File: src/rtl/fadd_issue_ctrl_pkg.sv
// ============================================================================
// fadd_issue_ctrl_pkg : shared FPU constants for the adder issue controller
// Rev 1.0
// ============================================================================
`default_nettype none

package fadd_issue_ctrl_pkg;

   localparam int c_FP_W        = 32;
   localparam int c_FADD_DEPTH  = 2;
   localparam int c_INFLIGHT_W  = $clog2(c_FADD_DEPTH + 1);

   typedef enum logic [1:0] {
      RM_RNE = 2'b00,
      RM_RTZ = 2'b01,
      RM_RDN = 2'b10,
      RM_RUP = 2'b11
   } fp_rm_e;

   function automatic logic [c_INFLIGHT_W-1:0] count_valid(input logic [c_FADD_DEPTH-1:0] v);
      logic [c_INFLIGHT_W-1:0] n;
      n = '0;
      for (int i = 0; i < c_FADD_DEPTH; i++) begin
         n = n + c_INFLIGHT_W'(v[i]);
      end
      return n;
   endfunction

endpackage

`default_nettype wire

File: src/rtl/fadd_issue_ctrl_tag_stage.sv
// ============================================================================
// fadd_tag_stage : one enabled, flushable valid+tag shadow register
// Rev 1.0
// ============================================================================
`default_nettype none

module fadd_tag_stage #(
   parameter int TAG_W = 5
) (
   input  logic             clk,
   input  logic             clrn,
   input  logic             i_en,
   input  logic             i_flush,
   input  logic             i_valid,
   input  logic [TAG_W-1:0] i_tag,
   output logic             o_valid,
   output logic [TAG_W-1:0] o_tag
);

   logic             r_valid;
   logic [TAG_W-1:0] r_tag;

   // Flush only clears the valid bit; the tag is don't-care once invalid.
   always_ff @(posedge clk or negedge clrn) begin
      if (!clrn) begin
         r_valid <= 1'b0;
         r_tag   <= '0;
      end else if (i_flush) begin
         r_valid <= 1'b0;
      end else if (i_en) begin
         r_valid <= i_valid;
         r_tag   <= i_tag;
      end
   end

   assign o_valid = r_valid;
   assign o_tag   = r_tag;

endmodule

`default_nettype wire

File: src/rtl/fadd_issue_ctrl.sv
// ============================================================================
// fadd_issue_ctrl : issue/retire controller in front of the pipelined FP adder
// Rev 1.0
// ============================================================================
`default_nettype none

module fadd_issue_ctrl
   import fadd_issue_ctrl_pkg::*;
#(
   parameter int TAG_W = 5,
   parameter int CNT_W = 16
) (
   input  logic                    clk,
   input  logic                    clrn,
   input  logic                    in_valid,
   output logic                    in_ready,
   input  logic [c_FP_W-1:0]       in_a,
   input  logic [c_FP_W-1:0]       in_b,
   input  logic                    in_sub,
   input  logic [1:0]              in_rm,
   input  logic [TAG_W-1:0]        in_tag,
   input  logic                    flush,
   output logic [c_FP_W-1:0]       fa,
   output logic [c_FP_W-1:0]       fb,
   output logic                    fsub,
   output logic [1:0]              frm,
   output logic                    fe,
   input  logic [c_FP_W-1:0]       fs,
   output logic                    out_valid,
   input  logic                    out_ready,
   output logic [c_FP_W-1:0]       out_data,
   output logic [TAG_W-1:0]        out_tag,
   output logic                    busy,
   output logic [c_INFLIGHT_W-1:0] inflight,
   output logic [CNT_W-1:0]        done_cnt
);

   logic                    w_accept;
   logic                    w_done;
   logic                    w_last_v;
   logic [c_FADD_DEPTH-1:0] w_stage_v;
   logic [TAG_W-1:0]        w_stage_tag [c_FADD_DEPTH];
   logic [CNT_W-1:0]        r_done_cnt;

   assign fa   = in_a;
   assign fb   = in_b;
   assign fsub = in_sub;
   assign frm  = in_rm;

   // A result waiting on the consumer freezes the whole adder; flush always clocks it.
   assign w_last_v = w_stage_v[c_FADD_DEPTH-1];
   assign fe       = flush | ~(w_last_v & ~out_ready);
   assign in_ready = fe & ~flush;
   assign w_accept = in_valid & in_ready;

   generate
      for (genvar gi = 0; gi < c_FADD_DEPTH; gi++) begin : g_stage
         logic             w_in_v;
         logic [TAG_W-1:0] w_in_tag;
         if (gi == 0) begin : g_head
            assign w_in_v   = w_accept;
            assign w_in_tag = in_tag;
         end else begin : g_chain
            assign w_in_v   = w_stage_v[gi-1];
            assign w_in_tag = w_stage_tag[gi-1];
         end
         fadd_tag_stage #(
            .TAG_W (TAG_W)
         ) u_stage (
            .clk     (clk),
            .clrn    (clrn),
            .i_en    (fe),
            .i_flush (flush),
            .i_valid (w_in_v),
            .i_tag   (w_in_tag),
            .o_valid (w_stage_v[gi]),
            .o_tag   (w_stage_tag[gi])
         );
      end
   endgenerate

   assign out_valid = w_last_v & ~flush;
   assign out_data  = fs;
   assign out_tag   = w_stage_tag[c_FADD_DEPTH-1];
   assign w_done    = out_valid & out_ready;

   assign busy     = |w_stage_v;
   assign inflight = count_valid(w_stage_v);

   always_ff @(posedge clk or negedge clrn) begin
      if (!clrn) begin
         r_done_cnt <= '0;
      end else if (w_done) begin
         r_done_cnt <= r_done_cnt + CNT_W'(1);
      end
   end

   assign done_cnt = r_done_cnt;

endmodule

`default_nettype wire

File: config.mk
export PLATFORM = sky130hd
export DESIGN_NAME = fadd_issue_ctrl
export DESIGN_NICKNAME = d
export VERILOG_FILES = /design/src/rtl/fadd_issue_ctrl_pkg.sv /design/src/rtl/fadd_issue_ctrl_tag_stage.sv /design/src/rtl/fadd_issue_ctrl.sv
export SDC_FILE = /design/constraint.sdc
export NUM_CORES = 1
export LEC_CHECK = 0
export BUFFER_PORTS_ARGS = -buffer_cell sky130_fd_sc_hd__buf_2
export CORE_AREA = 2 2 92 94
export DETAILED_ROUTE_END_ITERATION = 12
export DIE_AREA = 0 0 94 96
export PLACE_DENSITY_LB_ADDON = 0.2
export SLEW_MARGIN = 15
export SYNTH_ARGS = -nofsm -noshare
export SYNTH_HDL_FRONTEND = slang
export SYNTH_SLANG_ARGS = --single-unit
File: constraint.sdc
create_clock -name clk -period 1.4 [get_ports clk]
set_input_delay 0.14 -clock clk [delete_from_list [all_inputs] [get_ports clk]]
set_output_delay 0.14 -clock clk [all_outputs]
set_load 0.01 [all_outputs]
# Word-level counts from Yosys, hierarchy flattened
# Cells that the tools add are included.
[op_classes] n_addsub=2 n_mux=4 bitwise=9 reduce_logical=3
[op_table] operator="16-bit by 1-bit adder with 16-bit output, second input constant" count=1
[op_table] operator="1-bit AND" count=5
[op_table] operator="1-bit two-way mux" count=4
[op_table] operator="1-bit inverter" count=3
[op_table] operator="1-bit by 1-bit adder with 2-bit output" count=1
[op_table] operator="2-bit AND reduction" count=1
[op_table] operator="2-bit nonzero test" count=1
[op_table] operator="2-bit OR reduction" count=1
[op_table] operator="1-bit bitwise OR" count=1
[totals] regBits=28 input_bits=109 output_inout_bits=126 elab_cells=23

# Logic depth before layout (Yosys ltp)
# Gate-level depths: netlist (run 1).
[depth] word_depth=8 mapped_depth=5 mapped_depth_nobuf=5

# Cells and area by module
# From an unflattened synthesis (run 1), not the netlist that was laid out.
[hier_totals] cells_unflattened=197 hier_area_um2=1995.7
[modules_own_cells] module="fadd_issue_ctrl" instances=1 cells_each=169 area_per_inst_um2=1527.7 seq_area_each_um2=400.4
[modules_own_cells] module="fadd_tag_stage" instances=2 cells_each=14 area_per_inst_um2=234.0 seq_area_each_um2=150.1

# Worst setup path after synthesis (run 1)
# No wires, ideal clock.
[synth_path] path_kind="register -> register" from="register g_stage[1].u_stage.r_valid" to="register r_done_cnt[1], in the netlist done_cnt[1]" setup_time_ns=0.125 arrival_ns=1.334 setup_slack_ns=-0.058 path_stages_with_launch=5 path_cell_list="dfrtp_1 -> nor2b_1 -> and2_1 -> clkbuf_1 -> mux2_2"
[synth_between] elab_chain_cells=2
[synth_rtl] item="from (decl)" line="fadd_issue_ctrl_tag_stage.sv:20" text="logic r_valid;"
[synth_rtl] item="from (signal assigned)" line="fadd_issue_ctrl_tag_stage.sv:31" text="r_valid <= i_valid;"
[synth_rtl] item="1-bit AND" line="fadd_issue_ctrl.sv:82" text="assign out_valid = w_last_v & ~flush;"
[synth_rtl] item="net out_valid" line="fadd_issue_ctrl.sv:29" text="output logic out_valid,"
[synth_rtl] item="1-bit AND" line="fadd_issue_ctrl.sv:85" text="assign w_done = out_valid & out_ready;"
[synth_rtl] item="to (signal assigned)" line="fadd_issue_ctrl.sv:94" text="r_done_cnt <= r_done_cnt + CNT_W'(1);"
[synth_rtl] item="to (decl)" line="fadd_issue_ctrl.sv:43" text="logic [CNT_W-1:0] r_done_cnt;"
# The timed path passes the listed nets, and every way through them passes these cells.
# A chain may end at the register's enable or synchronous reset.

# Worst setup path after layout (run 1)
[layout_path] from="register g_stage[1].u_stage.r_valid" to="register r_done_cnt[11], in the netlist done_cnt[11]"
[layout_between] elab_chain_cells=2
[layout_rtl] item="1-bit AND" line="fadd_issue_ctrl.sv:82"
[layout_rtl] item="1-bit AND" line="fadd_issue_ctrl.sv:85"
# Every way passes these cells.

==> results.json, run 1 <==
{
  "hpwlAfterDp_mm": 2.72,
  "final_layout_size_suffix_gt1_frac": 0.542,
  "die_x_um": 94,
  "cts_root_buf": "clkbuf_8",
  "setup_viol": 0,
  "synth_top_family_by_area": "buffers and inverters",
  "gr-total-overflow": 0,
  "post-synth-top-area-cell": "buf_4",
  "finalWirelength_mm": 3.59,
  "clockBufferDepth": 2,
  "final_nets": 266,
  "worstPathArrival_ns": 1.57,
  "utilization": 0.227,
  "start_util": 0.246,
  "min_period_ns": 1.36,
  "crit_type": "register to register",
  "wl_per_cell_um": 13.9,
  "final_max_slew_viol_count": 0,
  "whs_ns": 0.0880,
  "synth_nets": 310,
  "cts_tree": "built",
  "yosysWarnings": 0,
  "first_iter_violations": 24,
  "n_antenna_cell": 0,
  "via_per_inst": 3.84,
  "required_ns": 1.61,
  "synth_compound_area_frac": 0,
  "maxCapViolCount": 0,
  "postRouteAntennaNets": 0,
  "gp_congestion": 0.684,
  "cts.reportedPaths.clkPinSlew_ns": 0.10,
  "finClkSkew_ns": 0.00316,
  "syn_area_per_cell_um2": 9.99,
  "fmax_mhz": 733,
  "synth_area_um2": 1980,
  "slowest_stage": "dfrtp_1",
  "grt_max_degree": 29,
  "holdCritPathClass": "primary input to register",
  "critPathMaxStageDelay_ns": 0.42,
  "h-tree-depth": 1,
  "dr.pass1.iters": 2,
  "die_y_um": 96,
  "rows": 33,
  "yosysSeqAreaShare": 0.354,
  "synthXorXnorAreaFrac": 0.0664,
  "clock_latency_ns": 0.28,
  "status": "complete, no violations",
  "ios": 235,
  "die_area_um2": 9020,
  "worst_slew_pin_slew_ns": 0.378,
  "grt_pass1_vias": 1016,
  "ys_ff_latch": 28,
  "hold_violations": 0,
  "syn_to_final_growth_pct": -7.53,
  "core_um2": 8050,
  "layout_common_cells": "buf_2 (35), dfrtp_1 (28), buf_4 (12), xnor2_1 (8)",
  "synth_top_cell_area_share": 0.376,
  "synth_adder_area_share": 0.0190,
  "critPathMaxFanout": 5,
  "track_usage": 0.0779,
  "cp-start-kind": "register",
  "clock-sinks": 28,
  "peakVddDrop_mv": 0.304,
  "post_synth_num_cell_types": 24,
  "cts_inserted_buffers": 3,
  "grt_pass1_wl_mm": 5.40,
  "antenna_found_initial": 0,
  "drc": 0,
  "syn_inst": 198,
  "fin_crit_sh": 0.974,
  "multiInputGateArea_um2": 587,
  "rsz0062_at_grt": "yes",
  "fill_cells": 884,
  "path_cells": "and4b_2, nand4_4, buf_4, nor2_2, xnor2_1",
  "p_per_area_nw_per_um2": 1050,
  "seq_area_um2": 701,
  "relSlewSlack": 0.748,
  "layout_commonest_cell": "buf_2",
  "yosys.area_share.simple": 0.0993,
  "endpoint_kind": "register",
  "synth_mux_area_frac": 0.0677,
  "netlist_top_cells_area": "buf_4 (38%), dfrtp_1 (35%), mux2_2 (6.3%), xnor2_1 (3.5%), xor2_1 (3.1%)",
  "port_buffers": 36,
  "p_leak_uw": 0.000914,
  "route.vias.total": 990
}
==> Yosys cell counts <==
cell type	n
nor2b_1	1
nor2_1	9
clkbuf_1	1
nand3_1	3
and4b_1	1
nor3_1	4
inv_1	7
nand2b_1	1
buf_2	1
nor4_4	1
ha_1	3
xnor2_1	8
mux2_2	11
xor2_1	7
nand2_1	5
nand4_2	1
buf_4	99
and3_1	1
or2_2	1
dfrtp_1	28
nand4_4	1
nand4_1	1
mux2i_1	1
and2_1	2
==> logic make-up after synthesis <==
family                     after synthesis
xor gates and xnor gates                15
adders and majority gates                3
buffers and inverters                  108
DFF                                     28
muxes                                   12
and+or+nand+nor                         32
==> timing repair <==
action                                  4_1_cts  5_1_grt
gates resized for setup                       4       22
setup buffers                                 2        2
endpoints found under the hold margin        28        0
pin swaps                                     3        4
endpoints found under the setup margin        3       18
hold buffers                                  1        0
==> metal layers <==
metal,up-vias,global-route usage,part of all wire
li1,432,-,-
met4,0,0.0447,0.030
met3,22,0.0313,0.099
met5,-,0,0
met2,60,0.127,0.48
met1,476,0.0865,0.39
==> sequential cells by signal, summed over array words and instances (netlist names) <==
signal                   count
g_stage.u_stage.o_tag       10
done_cnt                    16
g_stage.u_stage.o_valid      2
==> power by group <==
group,internal (uW),switching [uW]
Sequential,899,65.9
Combinational,248,182
Clock,252,272
Total,1400,520
==> worst max-delay path, delay by kind of cell (launching register included) <==
family / cells / cell delay (ns)
DFF: 1 / 0.42
buffers and inverters: 1 / 0.19
xor gates and xnor gates: 1 / 0.12
and+or+nand+nor: 3 / 0.57
==> metrics by stage <==
stage / area (um2) / std cells / TNS (ns) / setup WS [ns] / total power (uW)
5_1_grt: 1830 / 258 / -0.208 / -0.0506 / 2040
6_report: 1830 / 258 / 0 / 0.0358 / 1920
3_3_place_gp: 1620 / 249 / 0 / 0.0487 / 1350
2_1_floorplan: 1980 / 198 / 0 / 0.0253 / 1440
4_1_cts: 1730 / 256 / -0.0114 / -0.0102 / 1910
3_5_place_dp: 1620 / 249 / -0.00419 / -0.00419 / 1350
==> final cells by class <==
| type | instances | share of cell area |
|---|---|---|
| flip-flops and latches | 28 | 0.383 |
| multi-input cells | 62 | 0.321 |
| repair buffers | 52 | 0.180 |
| clock buffers | 4 | 0.0301 |
| well taps | 105 | 0.0718 |
| inverters | 7 | 0.0144 |
==> worst paths after layout <==
path / start / endpoint / slack, ns / cells after the start
max: g_stage[1].u_stage.o_valid / done_cnt[11] / 0.04 / 5
min: in_tag[4] / g_stage[0].u_stage.o_tag[4] / 0.09 / 2
max reg2reg: g_stage[1].u_stage.o_valid / done_cnt[11] / 0.04 / 5
min reg2reg: done_cnt[15] / done_cnt[15] / 0.49 / 1
max in group asynchronous: clrn / done_cnt[8] / 0.73 / 3
min in group asynchronous: clrn / g_stage[1].u_stage.o_tag[4] / 0.39 / 3
No activity file was read; power rests on OpenSTA's default activity.
==> run 2, diff against run 1 <==
--- a/config.mk
+++ b/config.mk
@@ -6,11 +6,12 @@
 export NUM_CORES = 1
 export LEC_CHECK = 0
 export BUFFER_PORTS_ARGS = -buffer_cell sky130_fd_sc_hd__buf_2
-export CORE_AREA = 2 2 92 94
+export CORE_AREA = 2 2 90 92
 export DETAILED_ROUTE_END_ITERATION = 12
-export DIE_AREA = 0 0 94 96
+export DIE_AREA = 0 0 92 94
 export PLACE_DENSITY_LB_ADDON = 0.2
 export SLEW_MARGIN = 15
 export SYNTH_ARGS = -nofsm -noshare
 export SYNTH_HDL_FRONTEND = slang
+export SYNTH_HIERARCHICAL = 1
 export SYNTH_SLANG_ARGS = --single-unit
==> run 2 against run 1 <==
Hold slack better by 0.0074 ns. Design area is 5.0% lower. Critical path type unchanged. Final cell count is 3.9% lower. Area after synthesis is 0.89% higher. Combinational power is 46% lower.
==> results.json, run 2 <==
{
  "status": "complete, no violations",
  "final_cell_area_um2": 1740,
  "largest_reg_flops": 16,
  "fill_cells": 827,
  "peakVddDrop_mv": 0.418,
  "synth_area_um2": 2000,
  "syn_area_per_cell_um2": 10.1,
  "h-tree-depth": 1,
  "crit_end": "g_stage[1].u_stage/o_tag[4]",
  "synth_nets": 309,
  "gr-total-overflow": 0,
  "syn_inst": 197,
  "dr.pass1.iters": 3,
  "synthFlopType": "dfrtp_1",
  "synth_top_cell_area_share": 0.372,
  "wl_per_cell_um": 13.3,
  "rsz0062_at_grt": "yes",
  "fin_crit_sh": 0.992,
  "track_usage": 0.0787,
  "hpwlAfterDp_mm": 2.56,
  "worstPathArrival_ns": 1.55,
  "layout_commonest_cell": "buf_2",
  "antenna_found_initial": 0,
  "cp-start-kind": "register",
  "ys_ff_latch": 28,
  "cts.reportedPaths.clkPinSlew_ns": 0.09,
  "whs_ns": 0.0954,
  "crit-reg2reg-capture": "g_stage[1].u_stage/o_tag[4]",
  "critPathMaxFanout": 5,
  "yosysSeqAreaShare": 0.351,
  "first_iter_violations": 37,
  "clockBufferDepth": 2,
  "holdCritPathClass": "primary input to register",
  "route.vias.total": 993,
  "start_util": 0.262,
  "synth-edff-count": 0,
  "ys_top_cells_by_count": "buf_4 (99), dfrtp_1 (28), xnor2_1 (13)",
  "syn_to_final_growth_pct": -12.9,
  "placedCellCount": 243,
  "finClkSkew_ns": 0.00477,
  "p_per_area_nw_per_um2": 1030,
  "die_area_um2": 8650,
  "via_per_inst": 4.00,
  "hold_violations": 0,
  "stdcell_count": 248,
  "grt_max_degree": 29,
  "port_buffers": 36,
  "synth.most_common_cell": "buf_4",
  "timing.setup.tns_ns": 0,
  "n_antenna_cell": 0,
  "die_x_um": 92,
  "crit_type": "register to register",
  "timing.rr.start": "g_stage[1].u_stage/o_valid",
  "postPlaceCellArea_um2": 1620,
  "cts_tree": "built",
  "ios": 235,
  "maxCapViolCount": 0,
  "finalWirelength_mm": 3.29,
  "yosysWarnings": 6,
  "relSlewSlack": 0.561,
  "worst_slew_pin_slew_ns": 0.658,
  "post-synth-top-area-cell": "buf_4",
  "die_y_um": 94,
  "async_reset_ff_frac": 1.00,
  "endpoint_kind": "register",
  "setup_viol": 0,
  "clock_latency_ns": 0.27,
  "grt_pass1_vias": 1087,
  "min_path_cells": 2,
  "postRouteAntennaNets": 0,
  "layout_common_cells": "buf_2 (35), dfrtp_1 (26), xnor2_1 (13), mux2_2 (10)",
  "reg2reg_depth": 4,
  "required_ns": 1.57,
  "p_leak_uw": 0.000884,
  "min_period_ns": 1.39,
  "postCtsSetupBuffers": 0,
  "rows": 32,
  "fmax_mhz": 720,
  "clock-sinks": 28,
  "r2r_slack_ns": 0.01,
  "core_um2": 7610,
  "cts_inserted_buffers": 3,
  "final_max_slew_viol_count": 0,
  "drc": 0,
  "grt_pass1_wl_mm": 5.34,
  "final_layout_size_suffix_gt1_frac": 0.479,
  "cts_root_buf": "clkbuf_8",
  "post_synth_num_cell_types": 22,
  "startpoint": "g_stage[1].u_stage/o_valid",
  "gp_congestion": 0.689,
  "final_nets": 259,
  "netlist_top_cells_area": "buf_4 (37%), dfrtp_1 (35%), mux2_2 (6.2%), xnor2_1 (5.7%), ha_1 (1.9%)"
}
[run 2: area by class of cell]
| type | count | area, um2 | share of cell area |
|---|---|---|---|
| sequential | 28 | 703 | 0.405 |
| multi-input combinational | 65 | 564 | 0.325 |
| timing repair buffer | 44 | 253 | 0.145 |
| tap | 102 | 128 | 0.0734 |
| clock buffer | 3 | 41.3 | 0.0238 |
| clock inverter | 1 | 30.0 | 0.0173 |
| inverter | 5 | 18.8 | 0.0108 |
[run 2: kinds of logic (layout without fill, tap and decap cells)]
logic type	count (synthesis)	in the layout	synth area share
compound gates	1	1	0.00251
xor+xnor	15	15	0.0658
fa+ha+maj	3	3	0.0188
buf+inv	104	53	0.382
flops	28	28	0.351
mux	13	13	0.0721
simple gates	33	33	0.108
[run 2: worst min path at each step]
stage	start	to
2_1_floorplan	clrn	done_cnt[0]
3_3_place_gp	clrn	done_cnt[10]
3_5_place_dp	clrn	done_cnt[10]
4_1_cts	in_tag[3]	g_stage[0].u_stage/o_tag[3]
5_1_grt	in_tag[2]	g_stage[0].u_stage/o_tag[2]
6_report	in_tag[3]	g_stage[0].u_stage/o_tag[3]
[run 2: per-layer routing]
| layer | up-vias | share of wire | track usage |
|---|---|---|---|
| met3 | 32 | 0.094 | 0.0329 |
| met2 | 42 | 0.49 | 0.132 |
| met4 | 0 | 0.050 | 0.0609 |
| li1 | 428 | - | - |
| met5 | - | 0 | 0 |
| met1 | 491 | 0.36 | 0.0771 |
[run 2: where the power goes]
group	switching, uW	internal (uW)
Clock	254	383
Combinational	115	119
Sequential	45.7	871
Total	415	1370
[run 2: worst max-delay path: stages (launching register included)]
cell,delay [ns]
dfrtp_1,0.41
and2b_2,0.23
nand2_4,0.06
nor2b_4,0.22
mux2_2,0.36
[run 2: what timing repair did]
| item | 4_1_cts | 5_1_grt |
|---|---|---|
| hold endpoints to repair | 28 | 0 |
| endpoints found under the setup margin | 1 | 16 |
| resized for setup | 1 | 8 |
| pin swaps | 1 | 2 |
| hold buffers | 1 | 0 |
[run 2: stage by stage]
stage / utilization / worst slack, ns / power (uW)
6_report: 0.228 / 0.0118 / 1790
5_1_grt: 0.228 / -0.0380 / 1890
4_1_cts: 0.224 / -0.000233 / 1820
3_5_place_dp: 0.213 / 0.0269 / 1170
3_3_place_gp: 0.213 / 0.0696 / 1150
2_1_floorplan: - / -0.0171 / 1330
==> run 3, diff against run 2 <==
--- a/config.mk
+++ b/config.mk
@@ -5,11 +5,10 @@
 export SDC_FILE = /design/constraint.sdc
 export NUM_CORES = 1
 export LEC_CHECK = 0
-export BUFFER_PORTS_ARGS = -buffer_cell sky130_fd_sc_hd__buf_2
-export CORE_AREA = 2 2 90 92
+export BUFFER_PORTS_ARGS = -buffer_cell sky130_fd_sc_hd__buf_4
+export CORE_AREA = 2 2 92 94
 export DETAILED_ROUTE_END_ITERATION = 12
-export DIE_AREA = 0 0 92 94
-export PLACE_DENSITY_LB_ADDON = 0.2
+export DIE_AREA = 0 0 94 96
 export SLEW_MARGIN = 15
 export SYNTH_ARGS = -nofsm -noshare
 export SYNTH_HDL_FRONTEND = slang
==> run 3 against run 2 <==
Clock power down 32%. Register-to-register slack barely moved. Power fell by 9.5%. Hold slack worse by 0.0030 ns. Largest cell class unchanged. Clock-buffer cell count unchanged. Sequential cell count unchanged. Clock skew fell by 0.00097 ns. Setup slack improved by 0.0082 ns. Combinational power grew 14%.
==> results.json, run 3 (same netlist as run 2, synthesis figures left out) <==
{
  "holdCritPathClass": "primary input to register",
  "setup_viol": 0,
  "final_layout_size_suffix_gt1_frac": 0.445,
  "n_antenna_cell": 0,
  "hold_violations": 0,
  "min_period_ns": 1.38,
  "postRouteAntennaNets": 0,
  "critPathMaxFanout": 5,
  "route.vias.total": 988,
  "layout_common_cells": "buf_4 (44), dfrtp_1 (28), xnor2_1 (13), mux2_2 (8)",
  "gr-total-overflow": 0,
  "core_um2": 8050,
  "die_area_um2": 9020,
  "pre_cts_ws_ns": 0.0397,
  "cts_root_buf": "clkbuf_8",
  "crit_type": "register to register",
  "ios": 235,
  "clock-sinks": 28,
  "largest_reg_flops": 16,
  "layout_commonest_cell": "buf_4",
  "rows": 33,
  "syn_to_final_growth_pct": -10.3,
  "cp-start-kind": "register",
  "dr.pass1.iters": 3,
  "via_per_inst": 3.94,
  "endpoint_kind": "register",
  "clock_latency_ns": 0.27,
  "timing.rr.start": "g_stage[1].u_stage/o_valid",
  "grt_max_degree": 29,
  "first_iter_violations": 18,
  "use_met3": 0.0345,
  "reg2reg_depth": 4,
  "crit-reg2reg-capture": "g_stage[1].u_stage/o_tag[4]",
  "required_ns": 1.57,
  "met1_usage": 0.0806,
  "worst_slew_pin_slew_ns": 0.368,
  "p_per_area_nw_per_um2": 904,
  "hpwlAfterDp_mm": 2.54,
  "hold_start": "in_tag[4]",
  "min_path_cells": 2,
  "die_x_um": 94,
  "setup_slack_ns": 0.0200,
  "port_buffers": 36,
  "cts_tree": "built",
  "status": "complete, no violations",
  "wl_per_cell_um": 12.9,
  "maxCapViolCount": 0,
  "worstPathArrival_ns": 1.55,
  "track_usage": 0.0739,
  "finClkSkew_ns": 0.00380,
  "gp_congestion": 0.692,
  "final_max_slew_viol_count": 0,
  "antenna_found_initial": 0,
  "rsz0062_at_grt": "yes",
  "utilization": 0.222,
  "h-tree-depth": 1,
  "die_y_um": 96,
  "total_power_uw": 1620,
  "clockBufferDepth": 2,
  "fmax_mhz": 725,
  "finalWirelength_mm": 3.24,
  "grt_pass1_vias": 1012,
  "peakVddDrop_mv": 0.451,
  "cts.reportedPaths.clkPinSlew_ns": 0.09,
  "start_util": 0.248,
  "grt_pass1_wl_mm": 5.20,
  "drc": 0,
  "fin_crit_sh": 0.986,
  "cts_inserted_buffers": 3,
  "relSlewSlack": 0.755,
  "final_nets": 260,
  "r2r_slack_ns": 0.02,
  "p_leak_uw": 0.000895,
  "hold_end": "g_stage[0].u_stage/o_tag[4]",
  "grt_use_met2": 0.119,
  "top_usage_layer": "met2"
}
## run 3: cell type report
cell class,instances,area [um2]
timing repair buffer,45,340
clock buffer,3,41.3
multi-input combinational,65,558
fill,882,6260
inverter,5,18.8
sequential,28,701
tap,105,131
## run 3: worst max-delay path by stage
stage / start / to / slack (ns) / depth (start not counted)
global route: g_stage[1].u_stage/o_valid / inflight[0] / -0.04 / 4
CTS: g_stage[1].u_stage/o_valid / inflight[0] / 0.01 / 4
detailed placement: g_stage[1].u_stage/o_valid / g_stage[1].u_stage/o_tag[4] / 0.04 / 4
floorplan: g_stage[1].u_stage/o_valid / g_stage[0].u_stage/o_tag[0] / -0.02 / 4
finish: g_stage[1].u_stage/o_valid / g_stage[1].u_stage/o_tag[4] / 0.02 / 4
global placement: g_stage[1].u_stage/o_valid / g_stage[0].u_stage/o_tag[0] / 0.07 / 4
## run 3: metal layers
metal | vias to the layer above | wire length, um
li1 | 426 | -
met1 | 480 | 1180
met2 | 54 | 1590
met3 | 28 | 347
met4 | 0 | 132
met5 | - | 0
## run 3: report_power, final
part | total [uW] | switching, uW | internal (uW) | leakage (uW)
Clock | 432 | 239 | 193 | 0.0000216
Combinational | 267 | 111 | 156 | 0.000508
Sequential | 920 | 48.9 | 872 | 0.000366
Total | 1620 | 398 | 1220 | 0.000895
## run 3: what timing repair did
action                                 CTS  global route
resized for setup                        0             4
setup buffers                            0             1
setup endpoints to repair                0            12
hold buffers                             1             0
endpoints found under the hold margin   28             0
## run 3: worst max-delay path: stages, from the launching register on
cell and delay [ns]:
dfrtp_1 0.40, and2b_2 0.22, nand2_4 0.06, nor2b_4 0.23, mux2_2 0.36
## run 3: metrics by stage
step | TNS, ns | hold WS (ns) | area, um2 | instances
after floorplan | -0.171 | -0.156 | 2000 | 197
after detailed placement | 0 | 0.0912 | 1720 | 246
final | 0 | 0.0924 | 1790 | 251
after global placement | 0 | 0.0845 | 1720 | 246
after global routing | -0.222 | 0.0855 | 1790 | 251
after CTS | 0 | 0.0851 | 1770 | 250
